## src/rtl/pulp_clock_gate_ctrl_pkg.sv

```systemverilog
// pulp_clock_gate_ctrl_pkg: shared types and constants for the clock-gate sequencer.
package pulp_clock_gate_ctrl_pkg;

    typedef enum logic [1:0] {CG_OFF, CG_WAKE, CG_ON, CG_IDLE} cg_state_e;

    localparam cg_state_e CG_RESET_STATE = CG_ON;

    function automatic int cg_max(input int a, input int b);
        return (a > b) ? a : b;
    endfunction

endpackage

```

## src/rtl/pulp_clock_gate_ctrl_chan.sv

```systemverilog
// pulp_clock_gate_ctrl_chan: one gated domain (FSM, wake/idle counter, optional synchronizer).
// Define CLK_GATE_CTRL_SYNC_EN to pass req_i/busy_i through 2-flop synchronizers.
module pulp_clock_gate_ctrl_chan
    import pulp_clock_gate_ctrl_pkg::*;
#(
    parameter int WAKE_CYCLES = 2,
    parameter int IDLE_CYCLES = 16
) (
    input  logic clk_i,
    input  logic rstn_i,
    input  logic req_i,
    input  logic busy_i,
    output logic en_o,
    output logic ack_o
);

    localparam int CW = $clog2(cg_max(WAKE_CYCLES, IDLE_CYCLES) + 1);
    localparam logic [CW-1:0] WAKE_LOAD = CW'(WAKE_CYCLES - 1);
    localparam logic [CW-1:0] IDLE_LOAD = CW'(IDLE_CYCLES - 1);

    cg_state_e     r_state;
    logic [CW-1:0] r_cnt;
    logic          r_en;
    logic          r_ack;
    logic          w_wake;

`ifdef CLK_GATE_CTRL_SYNC_EN
    logic [1:0] r_req_sync;
    logic [1:0] r_busy_sync;

    // Flops reset high so an active domain is not dropped right after reset.
    always_ff @(posedge clk_i or negedge rstn_i) begin
        if (!rstn_i) begin
            r_req_sync  <= '1;
            r_busy_sync <= '1;
        end else begin
            r_req_sync  <= {r_req_sync[0], req_i};
            r_busy_sync <= {r_busy_sync[0], busy_i};
        end
    end

    assign w_wake = r_req_sync[1] | r_busy_sync[1];
`else
    assign w_wake = req_i | busy_i;
`endif

    always_ff @(posedge clk_i or negedge rstn_i) begin
        if (!rstn_i) begin
            r_state <= CG_RESET_STATE;
            r_cnt   <= '0;
            r_en    <= 1'b1;
            r_ack   <= 1'b1;
        end else begin
            case (r_state)
                CG_OFF: if (w_wake) begin
                    r_state <= CG_WAKE;
                    r_cnt   <= WAKE_LOAD;
                    r_en    <= 1'b1;
                end
                CG_WAKE: if (r_cnt == '0) begin
                    r_state <= CG_ON;
                    r_ack   <= 1'b1;
                end else begin
                    r_cnt <= r_cnt - 1'b1;
                end
                CG_ON: if (!w_wake) begin
                    r_state <= CG_IDLE;
                    r_cnt   <= IDLE_LOAD;
                end
                CG_IDLE: if (w_wake) begin
                    r_state <= CG_ON;
                end else if (r_cnt == '0) begin
                    r_state <= CG_OFF;
                    r_en    <= 1'b0;
                    r_ack   <= 1'b0;
                end else begin
                    r_cnt <= r_cnt - 1'b1;
                end
                default: begin
                    r_state <= CG_RESET_STATE;
                    r_en    <= 1'b1;
                    r_ack   <= 1'b1;
                end
            endcase
        end
    end

    assign en_o  = r_en;
    assign ack_o = r_ack;

endmodule

```

## src/rtl/pulp_clock_gate_ctrl.sv

```systemverilog
// pulp_clock_gate_ctrl: per-domain clock-gate sequencer driving pulp_clock_gating E inputs.
// Define CLK_GATE_CTRL_SYNC_EN for asynchronous req_i/busy_i (adds 2 cycles of latency).
module pulp_clock_gate_ctrl #(
    parameter int N_DOMAINS   = 4,
    parameter int WAKE_CYCLES = 2,
    parameter int IDLE_CYCLES = 16
) (
    input  logic                 clk_i,
    input  logic                 rstn_i,
    input  logic                 test_en_i,
    input  logic [N_DOMAINS-1:0] req_i,
    input  logic [N_DOMAINS-1:0] busy_i,
    output logic [N_DOMAINS-1:0] gate_en_o,
    output logic [N_DOMAINS-1:0] ack_o,
    output logic                 gated_o
);

    logic [N_DOMAINS-1:0] w_en;

    for (genvar i = 0; i < N_DOMAINS; i++) begin : g_chan
        pulp_clock_gate_ctrl_chan #(
            .WAKE_CYCLES(WAKE_CYCLES),
            .IDLE_CYCLES(IDLE_CYCLES)
        ) u_chan (
            .clk_i (clk_i),
            .rstn_i(rstn_i),
            .req_i (req_i[i]),
            .busy_i(busy_i[i]),
            .en_o  (w_en[i]),
            .ack_o (ack_o[i])
        );
    end

    // DFT override is deliberately combinational so scan sees running clocks at once.
    assign gate_en_o = w_en | {N_DOMAINS{test_en_i}};
    assign gated_o   = ~&gate_en_o;

endmodule

```

## config.mk

```make
export PLATFORM = sky130hd
export DESIGN_NAME = pulp_clock_gate_ctrl
export DESIGN_NICKNAME = d
export VERILOG_FILES = /design/src/rtl/pulp_clock_gate_ctrl_pkg.sv /design/src/rtl/pulp_clock_gate_ctrl_chan.sv /design/src/rtl/pulp_clock_gate_ctrl.sv
export SDC_FILE = /design/constraint.sdc
export NUM_CORES = 1
export LEC_CHECK = 0
export CORE_ASPECT_RATIO = 1.1
export CORE_MARGIN = 5
export CORE_UTILIZATION = 60
export DETAILED_ROUTE_END_ITERATION = 16
export PLACE_DENSITY_LB_ADDON = 0.3
export SLEW_MARGIN = 0
export SYNTH_ARGS = -nofsm -noshare
export SYNTH_HDL_FRONTEND = slang
export SYNTH_SLANG_ARGS = --single-unit
export TNS_END_PERCENT = 1
```

## constraint.sdc

```tcl
create_clock -name clk_i -period 2.7 [get_ports clk_i]
set_input_delay 0.405 -clock clk_i [delete_from_list [all_inputs] [get_ports clk_i]]
set_output_delay 0.405 -clock clk_i [all_outputs]
set_load 0.01 [all_outputs]
```

### Word-level counts from Yosys, hierarchy flattened

Cells that the tools add are included.

* $add $sub $neg: 4
* equal/unequal tests: 36
* multiplexer cells: 68
* bitwise gates (word level): 5
* reduce and logical (&&, ||, !) cells: 34

Operator list (number)
* two-way mux 5 bit: 16
* case mux 5 bit (4 select lines): 4
* AND reduction 4 bit: 13
* two-way mux 2 bit: 20
* case mux 2 bit (4 select lines): 4
* inequality test 2 x 1 -> 1 bit (second input constant): 12
* zero test 5 bit: 4
* subtractor 5 x 1 -> 5 bit (second input constant): 4
* == test 2 bit (second input constant): 8
* two-way mux 1 bit: 16
* inequality test 2 bit (second input constant): 8
* case mux 1 bit (2 select lines): 8
* nonzero test 2 bit: 8
* inequality test 3 x 1 -> 1 bit (second input constant): 4
* AND reduction 3 bit: 4
* == test 2 x 1 -> 1 bit (second input constant): 4
* zero test 2 bit: 4
* OR 1 bit: 4
* OR 4 bit: 1
* zero test 1 bit: 1

* bits in registers: 36
* input port bits: 11
* output and inout port bits: 9

### Longest topological paths before layout

Gate-level depths: netlist (run 1).

* word-level depth: 4
* gate-level depth with buffers: 7
* mapped depth without buffers: 6

### Hierarchy

Synthesis (run 1) repeated with hierarchy kept, for this count alone.

* cells, all modules: 236
* area total of the unflattened synthesis: 2213.4 um2

Modules (own cells, without submodules)
* pulp_clock_gate_ctrl_chan (g_chan[0].u_chan ...): instances 3, cells each 56, area each 543.0 um2, seq. area each 229.0 um2
* pulp_clock_gate_ctrl_chan (g_chan[3].u_chan): instances 1, cells each 63, area each 550.5 um2, seq. area each 229.0 um2
* pulp_clock_gate_ctrl: instances 1, cells each 5, area each 33.8 um2, seq. area each 0.0 um2

### Least setup slack after synthesis (run 1)

No wires, ideal clock.

* kind: reg2reg
* from: reg g_chan[2].u_chan.r_cnt[0]
* to: reg g_chan[2].u_chan.r_cnt[3]
* arrival: 1.626 ns
* setup slack: 0.948 ns
* stages on the path, launching flop included: 8
* clock period less this slack: 1.752 ns
* cell sequence: dfrtp_1 > inv_1 > ha_1 > or4b_1 > buf_2 > nand3b_1 > nand2_1 > a221o_1

* word-level cells in the longest chain between the ends: 4
* elaborated cells on any way between the ends: 5
* classes of those cells: add/sub (1); mux (3); reduce/logical (1)

RTL lines
* start, declared: RTL line pulp_clock_gate_ctrl_chan.sv:22 `logic [CW-1:0] r_cnt;`
* start signal, assigned: RTL line pulp_clock_gate_ctrl_chan.sv:64 `r_cnt <= r_cnt - 1'b1;`
* start signal, assigned: RTL line pulp_clock_gate_ctrl_chan.sv:77 `r_cnt <= r_cnt - 1'b1;`
* subtractor 5 x 1 -> 5 bit / zero test 5 bit (equally long branches)
* two-way mux 5 bit (*): RTL line pulp_clock_gate_ctrl_chan.sv:60, pulp_clock_gate_ctrl_chan.sv:72
* two-way mux 5 bit: RTL line pulp_clock_gate_ctrl_chan.sv:70 `CG_IDLE: if (w_wake) begin`
* case mux 5 bit (4 select lines) (*): RTL line pulp_clock_gate_ctrl_chan.sv:54 `case (r_state)`

Every way passes the cells marked *; elsewhere a longest branch is shown, timed or not. The select of a mux whose other input is x is not followed.
A chain may end at the register's enable or synchronous reset.

### Worst setup path in the final report (run 1)

* from: in test_en_i
* to: out gated_o

* word-level cells in the longest chain between the ends: 3

RTL lines
* start, declared: RTL line pulp_clock_gate_ctrl.sv:10 `input logic test_en_i,`
* OR 4 bit: RTL line pulp_clock_gate_ctrl.sv:35 `assign gate_en_o = w_en | {N_DOMAINS{test_en_i}};`
* AND reduction 4 bit: RTL line pulp_clock_gate_ctrl.sv:36 `assign gated_o = ~&gate_en_o;`
* zero test 1 bit: RTL line pulp_clock_gate_ctrl.sv:36
* end, declared: RTL line pulp_clock_gate_ctrl.sv:15 `output logic gated_o`

No other way between the ends.

==> results of run 1 <==
==> through the flow <==
step	cell area, um2	hold WS [ps]
finish	2660	480
global route	2660	506
CTS	2660	483
detailed placement	2540	472
global placement	2540	469
floorplan	2340	109
==> layout make-up <==
type | instances | area [um2]
Clock buffer | 7 | 96.3
Clock inverter | 1 | 30.0
Fill cell | 294 | 1050
Inverter | 11 | 41.3
Multi-Input combinational cell | 212 | 1300
Sequential cell | 36 | 916
Tap cell | 50 | 62.6
Timing Repair Buffer | 23 | 220
==> power breakdown <==
part	switching (W)	leakage [nW]	internal, W
clock	0.000199	0.0645	0.000326
sequential	0.000202	0.400	0.000675
combinational	0.000273	0.638	0.000278
total	0.000674	1.10	0.00128
==> kinds of logic (layout without fill, tap and decap cells) <==
logic type      Yosys count  in the layout
simple gates            115            115
compound gates           87             87
flops                    36             36
buf+inv                  29             42
fa+ha+maj                 8              8
mux                       2              2
==> flip-flops by register name (all words and copies together), names as in the netlist <==
register and flops:
g_chan.u_chan.r_state 8, g_chan.u_chan.r_cnt 20, g_chan.u_chan.ack_o 4, g_chan.u_chan.en_o 4
==> metal layers <==
| metal | track usage | wire, um |
|---|---|---|
| met4 | 0.0954 | 69 |
| met2 | 0.335 | 2330 |
| met5 | 0 | 0 |
| met1 | 0.254 | 2150 |
| met3 | 0.0501 | 316 |
==> worst paths after layout <==
path / endpoint / slack (ps) / cells after the start
setup / recovery: gated_o / 510 / 4
hold / removal: g_chan[0].u_chan.ack_o / 480 / 2
setup reg to reg: g_chan[2].u_chan.r_state[1] / 720 / 6
hold reg to reg: g_chan[0].u_chan.ack_o / 480 / 2
max in group asynchronous: g_chan[1].u_chan.ack_o / 1810 / 2
min in group asynchronous: g_chan[0].u_chan.r_cnt[4] / 540 / 2
==> worst min-delay path, delay by kind of cell (launching register included) <==
family	cells	cell delay, ps
AND/OR/NAND/NOR	1	40
flip-flops	1	370
AO/OA/AOI/OAI	1	60
==> layout by cell type, fill, tap and decap left out, types with 3 or more instances in the layout <==
cell type,Yosys,routed
ha_1,8,8
nor2b_1,9,9
a221oi_1,3,3
o31ai_1,10,10
or4_1,5,5
o21ai_0,33,33
nand2b_1,5,5
nor4b_1,3,3
a221o_1,4,4
a21oi_1,15,15
nand3b_1,3,3
or2_2,5,5
nand3_1,15,15
clkdlybuf4s50_1,0,19
o2bb2ai_1,3,3
buf_4,4,4
dfrtp_1,24,24
nor2_1,23,23
nand2_1,26,26
inv_1,11,11
nor3_1,7,7
a22oi_1,3,3
and2_1,3,3
clkbuf_8,0,7
dfstp_2,12,12
==> run metrics, run 1 <==
status finished clean; VDD IR max 409 uV; sequential area share after synthesis 0.391; synth unique cells 47; Initial Util 0.631; number of synthesized flops with an enable pin 0; Post-Layout Cell Count 340; CTS resizes 0; max incr delay on CP 530 ps; P&R area growth vs syn 13.7%; CTS Buf Count 5; Top FF cell, synth dfrtp_1; worst min path class flip-flop to flip-flop; vias per inst 6.12; H-tree Lvls 2; Initial DRT Pass Iterations 4; Power per Cell Area 734 nW/um2; Synth Register Bits 36; die extent in x 69.6 um; critical path's most frequent cell clkdlybuf4s50_1; max-slew violations 0; initial drt markers 246; net count after synthesis 296; worst slack, placed 505 ps; Routed Antenna Nets 0; Leak Pwr 1.10 nW; family with the most delay on the worst path buffers and inverters; utilization after layout 0.717; count leader, synth o21ai_0; IO Port Bufs 19; ratio of cells with drive above 1 in the final layout 0.114; placement row count 23; routed len/inst 14.3 um; Tot GR Track Use 0.202; slew margin rel. 0.483; Tot Pwr 0.00195 W; hold path start g_chan[0].u_chan.ack_o; diode count 0; RSZ-0062 raised after global routing false; clk_lat worst skew 290 ps; DRT Wirelength 4.86 mm; post-synth top area share 0.256; global-route wire length before repair 8.62 mm; Buffers & Inverters on Critical Path 2; vias in the first global route 1,975; CP arrival 1780 ps; vias 2,082; clock-pin slew of the registers on the worst-case setup and hold paths 70 ps; CP endpoint kind output pin; Inst Count DP 332; Worst Tran Pin Value 765 ps; Mapped Area 2340 um2; synthesized instance count 277; cts hold-fix bufs 0; Die H 75.5 um; Synth Area in XOR/XNOR 0; initial antenna violation count 0; post-synthesis adder-cell area fraction 0.0427; Synth Area in Compound Gates 0.236; largest family of logic cells by synthesized area simple AND/OR/NAND/NOR gates; final hold vios 0; total gr overflow 0; YS warnings 0; Crit Path Class primary input to output pin; area leader, netlist dfrtp_1; Max Cap Viol 0; Fmax achieved 0.457 GHz; ys async rst share 1.00; Core Region 3710 um2; cell breakdown of the critical path clkdlybuf4s50_1 > or2_2 > nand4_1 > clkdlybuf4s50_1; Worst EP required 2300 ps; root buf cell clkbuf_8; CTS tree built; largest net degree at the start of global routing 37; Critical Path Fanout Max 4; Post-Synth Simple-Gate Area 0.265; final setup vio count 0; synth cell count leaders o21ai_0, nand2_1, dfrtp_1; DP HPWL 3.33 mm; I/O pins 20; reg2reg start g_chan[2].u_chan.r_cnt[1]; Final #Nets 308; TNS Setup 0 ps; clock sink count 36; startpoint types primary input; Tmin final 2190 ps; Placer Congestion 0.922; DIE AREA 5250 um2; CTS Buffer Depth 2; Worst Setup SP test_en_i; post-CTS setup buffers 0; synthesized area per cell 8.46 um2; CP max stage cell clkdlybuf4s50_1; DRC violations left 0; setup slack after layout 513 ps; multiplexer share of the synthesized area 0.00962; Clock Skews 3.31 ps; Final period util 0.810; ranking of synthesized cells by area dfrtp_1, dfstp_2, o21ai_0, ha_1, nand2_1
No activity file was read; power rests on OpenSTA's default activity.
==> run 2, diff against run 1 <==
--- a/config.mk
+++ b/config.mk
@@ -7,7 +7,7 @@
 export LEC_CHECK = 0
 export CORE_ASPECT_RATIO = 1.1
 export CORE_MARGIN = 5
-export CORE_UTILIZATION = 60
+export CORE_UTILIZATION = 58
 export DETAILED_ROUTE_END_ITERATION = 16
 export PLACE_DENSITY_LB_ADDON = 0.3
 export SLEW_MARGIN = 0
==> constraint.sdc (replaced) <==
create_clock -name clk_i -period 2.3 [get_ports clk_i]
set_input_delay 0.345 -clock clk_i [delete_from_list [all_inputs] [get_ports clk_i]]
set_output_delay 0.345 -clock clk_i [all_outputs]
set_load 0.01 [all_outputs]
==> run 2 against run 1 <==
  * Global-route usage shrank 1.0 points
  * Non-clock buffer count rose by 1
  * Hold slack lost 350 ps
  * Critical path depth is the same
  * Sequential cell count stayed put
  * Die area rose by 3.0%
  * Final cell count is 0.88% higher
  * Clock power is 8.4% higher
  * Wire length rose by 1.4%
  * Largest cell class unchanged
  * Largest power group unchanged
==> run metrics, run 2 (same netlist as run 1, synthesis figures left out) <==
status finished clean; Critical Path Fanout Max 4; Max Cap Viol 0; Fmax achieved 0.481 GHz; Leak Pwr 1.10 nW; most common cell after layout, fill and taps aside o21ai_0; startpoint types primary input; Critical path destination gated_o; post-CTS setup buffers 0; clock-pin slew of the registers on the worst-case setup and hold paths 80 ps; TNS Setup 0 ps; Worst Tran Pin Value 789 ps; DRC violations left 0; I/O pins 20; CTS resizes 0; VDD IR max 375 uV; DIE AREA 5410 um2; RSZ-0062 raised after global routing false; final setup vio count 0; CP arrival 1730 ps; Tmin final 2080 ps; Tot GR Track Use 0.192; total gr overflow 0; clk_lat worst skew 290 ps; Largest register FFs 20; global-route wire length before repair 8.74 mm; Core Region 3930 um2; worst r2r dst g_chan[2].u_chan.r_cnt[3]; Worst Setup SP test_en_i; CP endpoint kind output pin; r2r setup slk 390 ps; H-tree Lvls 2; initial antenna violation count 0; die extent in x 70.6 um; cts hold-fix bufs 0; Clock Skews 6.55 ps; area of the multi-input gates 1300 um2; DRT Wirelength 4.93 mm; Power per Cell Area 847 nW/um2; Final period util 0.904; ratio of cells with drive above 1 in the final layout 0.120; initial drt markers 171; routed len/inst 14.4 um; CTS Buffer Depth 2; Die H 76.7 um; slew margin rel. 0.474; Largest Register g_chan.u_chan.r_cnt; worst slack, placed 223 ps; Final #Nets 309; largest registers g_chan.u_chan.r_cnt: 20 flops, g_chan.u_chan.r_state: 8 flops; Routed Antenna Nets 0; Inst Count DP 335; sequential cell area 916 um2; utilization after layout 0.674; Worst EP required 1960 ps; worst min path class primary input to async pin; setup slack after layout 222 ps; P&R area growth vs syn 13.2%; vias in the first global route 1,934; DP HPWL 3.40 mm; Placer Congestion 0.821; Post-Layout Cell Count 343; most frequent cells in the layout o21ai_0, nand2_1, dfrtp_1, nor2_1, clkdlybuf4s50_1; Initial DRT Pass Iterations 4; reg2reg start g_chan[2].u_chan.r_cnt[0]; final hold vios 0; CTS Buf Count 5; largest net degree at the start of global routing 37; vias 2,097; IO Port Bufs 19; Initial Util 0.595; root buf cell clkbuf_8; FILL cells 329; vias per inst 6.11; CTS tree built; diode count 0; R2R cell count 6; clock sink count 36; placement row count 24; max-slew violations 0; Crit Path Class primary input to output pin
run 2: cell count changes in the layout (fill, tap and decap cells not counted), sizes merged:
cell,previous run,this run
clkinvlp,0,1
clkinv,0,1
clkbuf,7,5
buf,4,6
clkdlybuf4s50,19,18
run 2: layout make-up:
type / count / share of cell area
multi-input combinational: 212 / 0.489
clock inverter: 3 / 0.0160
tap: 52 / 0.0245
inverter: 11 / 0.0156
clock buffer: 5 / 0.0259
sequential: 36 / 0.345
timing repair buffer: 24 / 0.0840
run 2: worst max-delay path, cell delays in order:
cell             delay (ps)
clkdlybuf4s50_1         440
or2_2                   330
nand4_1                  90
clkdlybuf4s50_1         530
run 2: layer usage:
layer	GRT usage	wire, um	vias to the layer above	share of wire
met4	0.0564	53	0	0.011
met3	0.0536	323	8	0.066
met5	0	0	-	0
met1	0.263	2310	996	0.47
met2	0.296	2240	53	0.45
li1	-	-	1040	-
run 2: how the worst min path moves through the flow:
stage                                            to  slack, ps  depth (start not counted)
after floorplan           g_chan[0].u_chan.r_cnt[0]         50                          0
after global placement        g_chan[0].u_chan.en_o        470                          2
after detailed placement     g_chan[2].u_chan.ack_o        470                          2
after CTS                 g_chan[0].u_chan.r_cnt[4]        160                          1
after global routing      g_chan[3].u_chan.r_cnt[3]        200                          1
final                     g_chan[0].u_chan.r_cnt[4]        130                          1
run 2: power by group:
group | internal, W | switching (W) | leakage, nW
Clock | 0.000321 | 0.000249 | 0.0541
Combinational | 0.000324 | 0.000328 | 0.643
Sequential | 0.000792 | 0.000233 | 0.400
Total | 0.00144 | 0.000809 | 1.10
run 2: metrics by stage:
step,cell area [um2],hold slack [ps],total power (W)
floorplan,2340,49.4,0.00150
global placement,2540,467,0.00165
detailed placement,2540,471,0.00168
CTS,2650,156,0.00225
global route,2650,195,0.00242
finish,2650,129,0.00225
==> run 3, diff against run 2 <==
--- a/config.mk
+++ b/config.mk
@@ -8,6 +8,7 @@
 export CORE_ASPECT_RATIO = 1.1
 export CORE_MARGIN = 5
 export CORE_UTILIZATION = 58
+export CTS_CLUSTER_DIAMETER = 30
 export DETAILED_ROUTE_END_ITERATION = 16
 export PLACE_DENSITY_LB_ADDON = 0.3
 export SLEW_MARGIN = 0
==> results of run 3 <==
The final DEF is identical to that of run 2; final timing and power are the same.
